`src/rtl/mpmc11_to_monitor.sv`:
```
// Timeout monitor for the mpmc11 controller: detects per-state timeouts,
// drives the recovery handshake, escalates to a sticky fault and keeps stats.
package mpmc11_pkg;
  typedef enum logic [2:0] {
    IDLE  = 3'd0,
    ACT   = 3'd1,
    READ  = 3'd2,
    WRITE = 3'd3,
    PRE   = 3'd4,
    REF   = 3'd5
  } mpmc11_state_t;
endpackage

module mpmc11_to_monitor
  import mpmc11_pkg::*;
#(
  parameter logic [15:0] TO_THRESH = 16'd500,
  parameter logic [3:0]  RETRY_MAX = 4'd3,
  parameter logic [7:0]  ACK_WAIT  = 8'd64
) (
  input  logic          clk,
  input  logic          rstn,
  input  mpmc11_state_t state,
  input  logic [15:0]   to_cnt,
  input  logic          xfer_done,
  input  logic          recover_ack,
  input  logic          fault_clr,
  input  logic          stat_clr,
  output logic          recover_req,
  output logic          to_pulse,
  output logic          fault,
  output logic [3:0]    retry_cnt,
  output logic [15:0]   timeout_count,
  output mpmc11_state_t last_to_state
);

  localparam int unsigned CNT_W   = 16;
  localparam int unsigned RETRY_W = 4;
  localparam int unsigned ACK_W   = 8;

  localparam logic [1:0] M_IDLE  = 2'd0;
  localparam logic [1:0] M_REQ   = 2'd1;
  localparam logic [1:0] M_HOLD  = 2'd2;
  localparam logic [1:0] M_FAULT = 2'd3;

  localparam logic [CNT_W-1:0]   TC_MAX    = {CNT_W{1'b1}};
  localparam logic [RETRY_W-1:0] RETRY_SAT = {RETRY_W{1'b1}};
  localparam logic [ACK_W-1:0]   ACK_LAST  = ACK_W'(ACK_WAIT - 8'd1);

  logic [1:0]         m_q, m_d;
  logic [ACK_W-1:0]   ack_q, ack_d;
  logic               req_d, pulse_d, fault_d;
  logic [RETRY_W-1:0] retry_d, retry_inc;
  logic [CNT_W-1:0]   tc_d;
  mpmc11_state_t      last_d;
  logic               det;

  assign det = (to_cnt == TO_THRESH) && (state != IDLE) && (m_q == M_IDLE);

  // State and registered outputs
  always_ff @(posedge clk or negedge rstn) begin
    if (!rstn) begin
      m_q           <= M_IDLE;
      ack_q         <= '0;
      recover_req   <= 1'b0;
      to_pulse      <= 1'b0;
      fault         <= 1'b0;
      retry_cnt     <= '0;
      timeout_count <= '0;
      last_to_state <= IDLE;
    end else begin
      m_q           <= m_d;
      ack_q         <= ack_d;
      recover_req   <= req_d;
      to_pulse      <= pulse_d;
      fault         <= fault_d;
      retry_cnt     <= retry_d;
      timeout_count <= tc_d;
      last_to_state <= last_d;
    end
  end

  // Next state; clears are applied before the detection increments
  always_comb begin
    m_d       = m_q;
    ack_d     = '0;
    req_d     = recover_req;
    pulse_d   = 1'b0;
    fault_d   = fault;
    last_d    = last_to_state;
    retry_d   = (xfer_done && (m_q != M_FAULT)) ? '0 : retry_cnt;
    tc_d      = stat_clr ? '0 : timeout_count;
    retry_inc = (retry_d == RETRY_SAT) ? retry_d : retry_d + RETRY_W'(1);

    case (m_q)
      M_IDLE: begin
        if (det) begin
          pulse_d = 1'b1;
          last_d  = state;
          retry_d = retry_inc;
          if (tc_d != TC_MAX) tc_d = tc_d + CNT_W'(1);
          if (retry_inc >= RETRY_MAX) begin
            fault_d = 1'b1;
            m_d     = M_FAULT;
          end else begin
            req_d = 1'b1;
            m_d   = M_REQ;
          end
        end
      end
      M_REQ: begin
        if (recover_ack) begin
          req_d = 1'b0;
          m_d   = M_HOLD;
        end else if (ack_q == ACK_LAST) begin
          req_d   = 1'b0;
          fault_d = 1'b1;
          m_d     = M_FAULT;
        end else begin
          ack_d = ack_q + ACK_W'(1);
        end
      end
      M_HOLD: begin
        if (state == IDLE) m_d = M_IDLE;
      end
      M_FAULT: begin
        if (fault_clr) begin
          fault_d = 1'b0;
          retry_d = '0;
          m_d     = M_IDLE;
        end
      end
      default: m_d = M_IDLE;
    endcase
  end

endmodule

```
`config.mk`:
```
export PLATFORM = sky130hd
export DESIGN_NAME = mpmc11_to_monitor
export DESIGN_NICKNAME = d
export VERILOG_FILES = /design/src/rtl/mpmc11_to_monitor.sv
export SDC_FILE = /design/constraint.sdc
export NUM_CORES = 1
export LEC_CHECK = 0
export BUFFER_PORTS_ARGS = -buffer_cell sky130_fd_sc_hd__buf_2
export CORE_UTILIZATION = 29
export CTS_CLUSTER_DIAMETER = 200
export DETAILED_ROUTE_END_ITERATION = 7
export PLACE_DENSITY = 0.53
export SETUP_SLACK_MARGIN = 0.2
export SLEW_MARGIN = 20
export SYNTH_ARGS = -nofsm -noshare
export SYNTH_HDL_FRONTEND = slang
export SYNTH_SLANG_ARGS = --single-unit
```
`constraint.sdc`:
```
create_clock -name clk -period 4.6 [get_ports clk]
set_input_delay 0.23 -clock clk [delete_from_list [all_inputs] [get_ports clk]]
set_output_delay 0.23 -clock clk [all_outputs]
set_load 0.005 [all_outputs]
```
# Word level (Yosys, flattened, before mapping)
# Cells that the tools add are included.
# word_totals
regBits,36
in_bits,25
output_inout_bits,26
# classes
addsub,3
order_cmp,1
eq_ne,16
muxes,32
n_reduce_logical,12
# ops
cell,count
$mux W16,4
$mux W8,3
$add A16 B1 Y16 const B,1
$eq A16 B9 Y1 const B,1
$mux W4,4
$ne A16 B16 Y1 const B,1
$ne A2 B2 Y1 const B,7
$mux W2,6
$mux W1,11
$add A8 B1 Y8 const B,1
$eq A8 B6 Y1 const B,1
$pmux W2 S4,1
$pmux W4 S2,1
$reduce_and A4 Y1,2
$reduce_and A6 Y1,1
$reduce_bool A3 Y1,2
$add A4 B1 Y4 const B,1
$eq A2 B2 Y1 const B,2
$eq A4 B4 Y1 const B,1
$ge A4 B2 Y1 const B,1
$logic_and A1 B1 Y1,3
$logic_not A3 Y1,1
$ne A3 B3 Y1 const B,1
$pmux W1 S3,1
other kinds (6),6

# Longest topological paths before layout
# Gate-level depths: netlist of run 1.
# logic_depth
ltp_word,9
ltp_mapped,9

# Worst setup path after synthesis of run 1
# OpenSTA, ideal clock, no wires.
# synth_timing
kind,input to register
startpoint,in stat_clr
endpoint,reg timeout_count[5]
setup_time_ps,125
arrival_time_ps,1916
t_required_ps,4475
setup_slack_ps,2560
path_stages,9
cell_sequence,clkbuf_1 > nor2b_1 > ha_1 > and3b_1 > nand2_1 > o311ai_4 > buf_6 > nor3_1 > mux2_2
# synth_via
elab_chain_cells,5
elab_cells_between_ends,6
cone_classes,add/sub (1); eq/ne (1); mux (4)
# synth_rtl
element,line_no,text
start: declaration,28,"input logic stat_clr,"
$mux W16 (*),92,tc_d = stat_clr ? '0 : timeout_count;
$add A16 B1 Y16 / $ne A16 B16 Y1 (equally long branches),101,if (tc_d != TC_MAX) tc_d = tc_d + CNT_W'(1);
$mux W16,101,
$mux W16,97,if (det) begin
$mux W16 (*),95,case (m_q)
net tc_d[5],54,logic [CNT_W-1:0] tc_d;
end signal: assignment,78,timeout_count <= tc_d;
end: declaration,33,"output logic [15:0] timeout_count,"
# Mark *: on every way through the listed nets, which the timed path passes. The rest lies on a longest branch.
# A chain may end at the register's enable or synchronous reset.

# Final worst setup path of run 1
# layout_timing
startpoint,reg timeout_count[1]
endpoint,reg timeout_count[7]
# layout_via
elab_chain_cells,5
elab_cells_between_ends,6
cone_classes,add/sub (1); eq/ne (1); mux (4)
# layout_rtl
element,line_no
$mux W16 (*),92
$add A16 B1 Y16 / $ne A16 B16 Y1 (equally long branches),101
$mux W16 (*),101
$mux W16 (*),97
$mux W16 (*),95
net tc_d[7],54
# Marks and branches as above.

==> results of run 1 <==
==> cell type report <==
type	instances	area [um2]
inverter	8	30.0
fill	802	4660
tap	99	124
clock buffer	7	96.3
timing repair buffer	50	250
sequential	36	901
multi-input combinational	179	1230
==> layer usage <==
layer / part of all wire [%] / track usage (%) / up-vias / wire length, um
li1: - / - / 952 / -
met1: 50 / 21.6 / 855 / 2610
met2: 43 / 20.6 / 52 / 2230
met3: 5.7 / 3.79 / 6 / 298
met4: 1.5 / 4.33 / 0 / 76
met5: 0 / 0 / - / 0
==> through the flow <==
step	instance area (um2)	utilization, %	hold WS, ns	power (W)	setup WS [ns]
final	2630	36.1	0.0352	0.000835	2.36
after global routing	2630	36.1	0.101	0.000893	2.17
after CTS	2630	36.1	0.0829	0.000848	2.34
after detailed placement	2530	34.8	0.396	0.000593	2.23
after global placement	2530	34.8	0.394	0.000592	2.30
after floorplan	2190	-	-0.0656	0.000530	2.56
==> power breakdown <==
| part | internal [W] | leakage (nW) | switching (W) |
|---|---|---|---|
| combinational | 0.0000883 | 0.644 | 0.000146 |
| sequential | 0.000335 | 0.495 | 0.0000166 |
| clock | 0.000134 | 0.0503 | 0.000115 |
| total | 0.000557 | 1.19 | 0.000278 |
==> state kept, by name, summed over array words and instances (netlist names) <==
signal         cells
retry_cnt          4
fault              1
m_q                2
last_to_state      3
timeout_count     16
to_pulse           1
recover_req        1
ack_q              8
==> cell families (layout without fill, tap and decap cells) <==
family / Yosys count / after routing / share of synthesized area [%]
XOR/XNOR: 11 / 11 / 4.39
AND/OR/NAND/NOR: 112 / 112 / 30.1
buffers and inverters: 13 / 65 / 2.91
AO/OA/AOI/OAI: 41 / 41 / 13.5
adder cells (fa/ha/maj): 7 / 7 / 3.99
multiplexers: 8 / 8 / 4.05
flip-flops: 36 / 36 / 41.0
==> worst max path at each step <==
stage | from | endpoint | slack [ns]
global placement | stat_clr | timeout_count[7] | 2.30
floorplan | stat_clr | timeout_count[5] | 2.56
detailed placement | stat_clr | timeout_count[7] | 2.23
global route | m_q[1] | timeout_count[7] | 2.17
CTS | timeout_count[0] | timeout_count[7] | 2.34
finish | timeout_count[1] | timeout_count[7] | 2.36
==> placed cells by master (no fill, tap or decap), types with 5 or more instances in the layout <==
master,Yosys,routed
buf_2,0,50
dfrtp_1,36,36
nand2_1,18,18
nor2_1,18,18
nand3_1,12,12
nor2b_1,12,12
a21oi_1,11,11
xnor2_1,9,9
inv_1,8,8
o31ai_1,7,7
mux2_2,7,7
ha_1,7,7
clkbuf_8,0,7
or3_1,5,5
nor4_1,5,5
o21ai_0,5,5
and3_1,5,5
==> impl_metrics.ini, run 1 <==
[run_status]
status = finished, final reports clean

[sta]
finalHoldViolations = 0
timing.fmax_mhz = 446
setup_viol = 0
worst_pin_slew_ns = 0.829
period_needed_ns = 2.24
relSlewSlack_pct = 44.8
setup_tns_ns = 0
slew_violations = 0
skew_ns = 0.00721
fin_crit_sh_pct = 48.8
rsz0062_at_grt = false

[synthesis]
synthArstFlopShare_pct = 100
synth-edff-count = 0
synthFlopType = dfrtp_1
ys_warn_count = 0
ys_seq_area_share_pct = 41.0
syn_area_um2 = 2190
syn_area_per_cell_um2 = 9.63
ys_top_cells_by_count = dfrtp_1, nand2_1, nor2_1
synth_nets = 260
synth_cell_types = 49
yosysTopAreaCell = dfrtp_1
synth_top_area_share_pct = 41.0
synth.most_common_cell = dfrtp_1
synthCells = 228
synth.top_cells.by_area = dfrtp_1, ha_1, mux2_2
ys_ff_latch = 36

[placement]
port_buffers = 50
hpwl_mm = 3.92
dp_cells = 372
gp_congestion = 0.764

[worst_setup_path]
max_stage_delay_ns = 0.41
path_buf_inv = 0
cp.depth = 7
rrSetupSlack_ns = 2.36
worstReg2RegEnd = timeout_count[7]
timing.rr.start = timeout_count[1]
endpoint_kind = flip-flop
cp_max_fo = 13
path_cells = nor2b_1, ha_1, and3b_1, nand2_1, o311ai_4, nor4_1, mux2_2
cp_top_family = simple AND/OR/NAND/NOR gates
worstPathArrival_ns = 2.42
slowest_stage = dfrtp_1
cp-start-kind = flip-flop
crit_type = reg2reg
reg2regPathDepth = 7
worst_ep_required_time_ns = 4.78

[detailed_routing]
viasPerCell = 4.92
drcViolationCount = 0
num_vias = 1865
finalWirelength_mm = 5.21
wl_per_cell_um = 13.8
ant_nets = 0
drt_iter0_markers = 113
dr.pass1.iters = 4

[global_routing]
antenna_found_initial = 0
grt_pass1_vias = 1734
grt_pass1_wl_mm = 8.72
grt-ovfl-total = 0
grt_max_degree = 37
grt.total_usage_pct = 14.5

[layout]
drive_above_1_share_pct = 25.7
fin_cells = 379
diodes = 0
nNetsFinal = 312
syn2layout_area_growth_pct = 19.9

[clocking]
clock-sinks = 36
ctsHoldBuffers = 0
clock-root-buffer = clkbuf_8
cts_buffer_depth = 2
cts_resized = 0
cts.clk_slew.worst_paths_ns = 0.07
post_cts_buffers = 0
clk_latency_ns = 0.29
h-tree-depth = 2
cts_buffers = 5
cts_tree = done

[power]
p_per_area_nw_per_um2 = 317
power_leakage_nw = 1.19
vdd_drop_max_mv = 0.134

[flow_run]
maxCapViolCount = 0

[floorplanning]
fp.coreArea_um2 = 7290
start_util_pct = 30.1
die_area_um2 = 7920
die_y_um = 89.0
io_pins = 51
die-width_um = 89.0
rows = 31

[worst_hold_path]
hold_path_class = in2async
Note: power is estimated with default switching activity, not from simulation.
==> run 2: changes to the inputs <==
Settings changed: ABC_AREA set to 1, PLACE_DENSITY 0.53 to 0.54.
Clock period 4.6 ns to 2.05 ns, I/O delays scaled along.
==> run 2 against run 1 <==
Compared with the run above: critical path depth grew 3; design area grew 21%; clock power grew to 2.6 times the previous value; sequential share of layout area shrank 5.9 points; setup slack lost 2.0 ns; die area grew 18%; synthesized area grew 18%; power grew 140%; core utilization grew 0.58 points; non-clock buffer count grew 12; sequential power grew 130%; critical path type unchanged; largest power group unchanged.
==> impl_metrics.ini, run 2 <==
[worst_setup_path]
worst_ep_required_time_ns = 2.26
worstPathArrival_ns = 1.94
timing.rr.start = timeout_count[1]
rrSetupSlack_ns = 0.32
worstReg2RegEnd = timeout_count[4]
crit_type = reg2reg
endpoint_kind = flip-flop
cp-start-kind = flip-flop
reg2regPathDepth = 10
cp_max_fo = 5

[placement]
dp_cells = 547
pre_cts_ws_ns = 0.0689
hpwl_mm = 4.90
port_buffers = 50
gp_congestion = 0.893

[synthesis]
yosysTopAreaCell = dfrtp_1
ys_top_cells_by_count = nand2_1, nor2_1, inv_1
synthArstFlopShare_pct = 100
synth_top_area_share_pct = 34.7
synthCells = 389
ys_seq_area_share_pct = 34.7
synth_cell_types = 27
syn_area_per_cell_um2 = 6.67
synth.top_cells.by_area = dfrtp_1, nand2_1, nor2_1
ys_warn_count = 0
ys_ff_latch = 36
synthFlopType = dfrtp_1
synth_nets = 421
synth-edff-count = 0
synth.most_common_cell = nand2_1
syn_area_um2 = 2590

[layout]
largest_register_ffs = 16
layout_common_cells = nand2_1, inv_1, nor2_1
diodes = 0
drive_above_1_share_pct = 21.1
top_regs = timeout_count: 16 flops, ack_q: 8 flops, retry_cnt: 4 flops
regMostFlops = timeout_count
nNetsFinal = 485
syn2layout_area_growth_pct = 22.7
fin_cells = 562
final_common_cell = nand2_1

[sta]
slew_violations = 0
setup_tns_ns = 0
finalHoldViolations = 0
period_needed_ns = 1.73
setup_viol = 0
worst_pin_slew_ns = 0.852
relSlewSlack_pct = 43.2
fin_crit_sh_pct = 84.4
rsz0062_at_grt = false
finalWorstSetupSlack_ns = 0.320
skew_ns = 0.00258
whs_ns = 0.0708
timing.fmax_mhz = 578

[global_routing]
grt_pass1_vias = 2534
grt-ovfl-total = 0
grt_max_degree = 37
grt_pass1_wl_mm = 11.4
grt.total_usage_pct = 15.6
antenna_found_initial = 0

[detailed_routing]
wl_per_cell_um = 12.1
drcViolationCount = 0
ant_nets = 0
num_vias = 2612
finalWirelength_mm = 6.78
dr.pass1.iters = 5
drt_iter0_markers = 104
viasPerCell = 4.65

[clocking]
clock-sinks = 36
cts_tree = done
clock-root-buffer = clkbuf_8
cts.clk_slew.worst_paths_ns = 0.08
h-tree-depth = 2
cts_buffer_depth = 2
clk_latency_ns = 0.29
cts_buffers = 5

[power]
power_leakage_nw = 1.77
vdd_drop_max_mv = 0.449
p_per_area_nw_per_um2 = 618

[floorplanning]
die_area_um2 = 9330
io_pins = 51
die-width_um = 96.6
rows = 34
start_util_pct = 29.9
die_y_um = 96.6
fp.coreArea_um2 = 8680

[worst_hold_path]
min_to = ack_q[1]
whs_path_depth = 4
worstHoldStart = recover_ack
hold_path_class = in2reg

[flow_run]
maxCapViolCount = 0

[run_status]
status = finished, final reports clean
run 2: changes by cell type in the layout (fill, tap and decap cells not counted), moves of 11 or more:
cell,before,now
nand2_1,18,132
nor2_1,18,51
nand3_1,12,31
inv_1,8,52
nor2b_1,12,0
buf_4,0,11
run 2: logic make-up after synthesis:
family	count (synthesis)	synth area share, %
AOI/OAI and AO/OA	24	4.78
and+or+nand+nor	256	45.6
buffers and inverters	61	9.79
DFF	36	34.7
adders and majority gates	7	3.38
xor gates and xnor gates	5	1.69
run 2: timing repair:
action | 4_1_cts | 5_1_grt
hold buffers | 1 | 0
resized for setup | 3 | 3
gates cloned | 0 | 2
setup endpoints to repair | 13 | 13
buffers inserted | 0 | 4
hold endpoints to repair | 36 | 0
pin swaps | 0 | 2
run 2: how the worst max path moves through the flow:
stage	from	to	cells after the start
floorplan	timeout_count[0]	timeout_count[5]	12
global placement	timeout_count[1]	timeout_count[1]	12
detailed placement	timeout_count[1]	timeout_count[0]	12
CTS	timeout_count[1]	timeout_count[0]	12
global route	timeout_count[1]	timeout_count[0]	12
finish	timeout_count[1]	timeout_count[4]	10
run 2: stage by stage:
step | utilization, % | area, um2 | total power [W]
6_report | 36.7 | 3180 | 0.00197
5_1_grt | 36.7 | 3180 | 0.00211
4_1_cts | 35.9 | 3120 | 0.00201
3_5_place_dp | 34.4 | 2980 | 0.00134
3_3_place_gp | 34.4 | 2980 | 0.00134
2_1_floorplan | - | 2590 | 0.00116
run 2: where the power goes:
group | total [W] | leakage, nW | switching, W | internal (W)
clock | 0.000649 | 0.0541 | 0.000289 | 0.000360
sequential | 0.000795 | 0.496 | 0.0000385 | 0.000756
combinational | 0.000522 | 1.23 | 0.000341 | 0.000181
total | 0.00197 | 1.77 | 0.000668 | 0.00130
run 2: final cells by class:
type | instances | area [um2]
multi-input cells | 294 | 1490
clock inverters | 3 | 42.5
inverters | 54 | 204
flip-flops and latches | 36 | 901
repair buffers | 62 | 343
clock buffers | 5 | 68.8
well taps | 108 | 135
fillers | 956 | 5500
run 2: routing by layer:
layer	vias to the layer above	wire length (um)	GRT usage (%)
met5	-	0	0
met1	1190	3110	20.0
li1	1356	-	-
met2	60	3310	27.4
met4	0	76	3.68
met3	6	282	2.43
run 2: worst max-delay path, stage by stage (launching register included):
cell     delay (ns)
dfrtp_1        0.38
inv_1          0.08
nor2_4         0.11
ha_2           0.20
nand2_1        0.08
nor2_4         0.14
nand2_4        0.11
nor2_8         0.19
buf_4          0.14
a21oi_1        0.05
o21ai_0        0.16
==> run 3: changes to the inputs <==
Clock period 2.05 ns to 1.55 ns, I/O delays scaled along.
==> run 3 against run 2 <==
Compared with the run above: the run now ends with negative setup slack left; combinational power rose to 2.8 times the previous value; register-to-register slack got worse by 0.33 ns; via count rose by 4.9%; die area did not move; sequential share of layout area fell by 4.8 points; clock skew barely moved; design area rose by 21%; critical path depth rose by 2; count of clock-buffer cells in the layout did not move; setup slack got worse by 0.33 ns; largest cell class unchanged.
==> impl_metrics.ini, run 3 (synthesis results as in run 2) <==
[layout]
top_regs = timeout_count: 16 flops, ack_q: 8 flops, retry_cnt: 4 flops
fill_cells = 888
final_area_um2 = 3830
nNetsFinal = 529
largest_register_ffs = 16
regMostFlops = timeout_count
final_common_cell = nand2_1
fin_cells = 606
drive_above_1_share_pct = 37.6
layout_common_cells = nand2_1, buf_2, nor2_1
postLayoutCoreUtil_pct = 44.2
syn2layout_area_growth_pct = 47.9
diodes = 0

[floorplanning]
die_y_um = 96.6
fp.coreArea_um2 = 8680
die_area_um2 = 9330
die-width_um = 96.6
rows = 34
start_util_pct = 29.9
io_pins = 51

[worst_hold_path]
hold_path_class = in2reg

[clocking]
clock-sinks = 36
clk_latency_ns = 0.29
clock-root-buffer = clkbuf_8
h-tree-depth = 2
cts_tree = done
cts_buffers = 5
cts.clk_slew.worst_paths_ns = 0.08
cts_buffer_depth = 2

[global_routing]
antenna_found_initial = 0
grt.total_usage_pct = 16.2
grt_pass1_vias = 2555
grt_max_degree = 37
grt-ovfl-total = 0
grt_pass1_wl_mm = 11.6

[sta]
worst_pin_slew_ns = 0.475
rsz0062_at_grt = true
setup_tns_ns = -0.0256
relSlewSlack_pct = 68.3
finalHoldViolations = 0
timing.fmax_mhz = 640
slew_violations = 0
setup_viol = 3
period_needed_ns = 1.56
finalWorstSetupSlack_ns = -0.0115
fin_crit_sh_pct = 101
skew_ns = 0.00266

[detailed_routing]
finalWirelength_mm = 7.24
viasPerCell = 4.52
drcViolationCount = 0
dr.pass1.iters = 5
ant_nets = 0
num_vias = 2739
drt_iter0_markers = 87
wl_per_cell_um = 11.9

[placement]
pre_cts_ws_ns = -0.0273
dp_cells = 579
hpwl_mm = 5.15
gp_congestion = 0.867
place_area_um2 = 3280
port_buffers = 50

[power]
p_per_area_nw_per_um2 = 842
power_leakage_nw = 2.06
vdd_drop_max_mv = 0.697

[worst_setup_path]
cp-start-kind = flip-flop
endpoint_kind = flip-flop
cp_max_fo = 13
crit_type = reg2reg
worstPathArrival_ns = 1.75
worst_ep_required_time_ns = 1.74

[run_status]
violations = negative setup slack
status = finished with violations

[flow_run]
maxCapViolCount = 0
==> run 3: cell types whose count changed in the layout (fill, tap and decap cells not counted), moves of 7 or more <==
cell | before | now
o21ai_0 | 15 | 7
nand2_1 | 132 | 115
nand2_2 | 0 | 10
buf_4 | 11 | 41
nor2_1 | 51 | 44
buf_6 | 0 | 12
o21ai_1 | 0 | 7
inv_1 | 52 | 43
==> run 3: worst paths after layout <==
| path | slack [ns] | end | depth (start not counted) | startpoint |
|---|---|---|---|---|
| setup / recovery | -0.01 | timeout_count[0] | 12 | timeout_count[1] |
| hold / removal | 0.04 | last_to_state[1] | 3 | state[1] |
| setup reg to reg | -0.01 | timeout_count[0] | 12 | timeout_count[1] |
| hold reg to reg | 0.47 | fault | 2 | fault |
| max in group asynchronous | 0.86 | ack_q[4] | 3 | rstn |
| min in group asynchronous | 0.36 | timeout_count[4] | 3 | rstn |
==> run 3: metrics by stage <==
stage / hold slack, ns / total power [W]
floorplan: -0.218 / 0.00158
global placement: 0.170 / 0.00187
detailed placement: 0.162 / 0.00187
CTS: 0.0356 / 0.00272
global route: 0.0557 / 0.00343
finish: 0.0399 / 0.00323
==> run 3: report_power, final <==
| group | switching (W) | total (W) | internal, W |
|---|---|---|---|
| Clock | 0.000377 | 0.000691 | 0.000314 |
| Combinational | 0.000768 | 0.00148 | 0.000714 |
| Sequential | 0.0000558 | 0.00106 | 0.00100 |
==> run 3: worst max-delay path, stage by stage, from the launching register on <==
cell and delay (ns):
dfrtp_1 0.36, inv_2 0.05, nor2_4 0.13, ha_4 0.16, nand2_4 0.05, nor2_4 0.11, nand2_4 0.10, nor2_8 0.15
nand2_8 0.12, nand2_1 0.09, nand2_1 0.04, nand2_1 0.05, nand2_1 0.04
==> run 3: timing repair <==
item	in CTS	in global routing
endpoints found under the hold margin	36	0
setup buffers	6	9
cloned	2	1
resized for setup	23	63
pin swaps	10	22
endpoints found under the setup margin	33	33
hold buffers	1	0
==> run 3: area by class of cell <==
| type | instances | area [um2] | share of cell area, % |
|---|---|---|---|
| flip-flops and latches | 36 | 901 | 23.5 |
| repair buffers | 106 | 743 | 19.4 |
| clock inverters | 3 | 18.8 | 0.489 |
| clock buffers | 5 | 68.8 | 1.79 |
| inverters | 54 | 216 | 5.64 |
| well taps | 108 | 135 | 3.52 |
| multi-input cells | 294 | 1750 | 45.7 |
==> run 3: routing by layer <==
layer / wire length (um) / share of wire, % / track usage [%] / vias to the layer above
li1: - / - / - / 1456
met4: 46 / 0.64 / 3.19 / 0
met3: 233 / 3.2 / 2.58 / 5
met1: 3340 / 46 / 21.2 / 1237
met5: 0 / 0 / 0 / -
met2: 3620 / 50 / 28.3 / 41
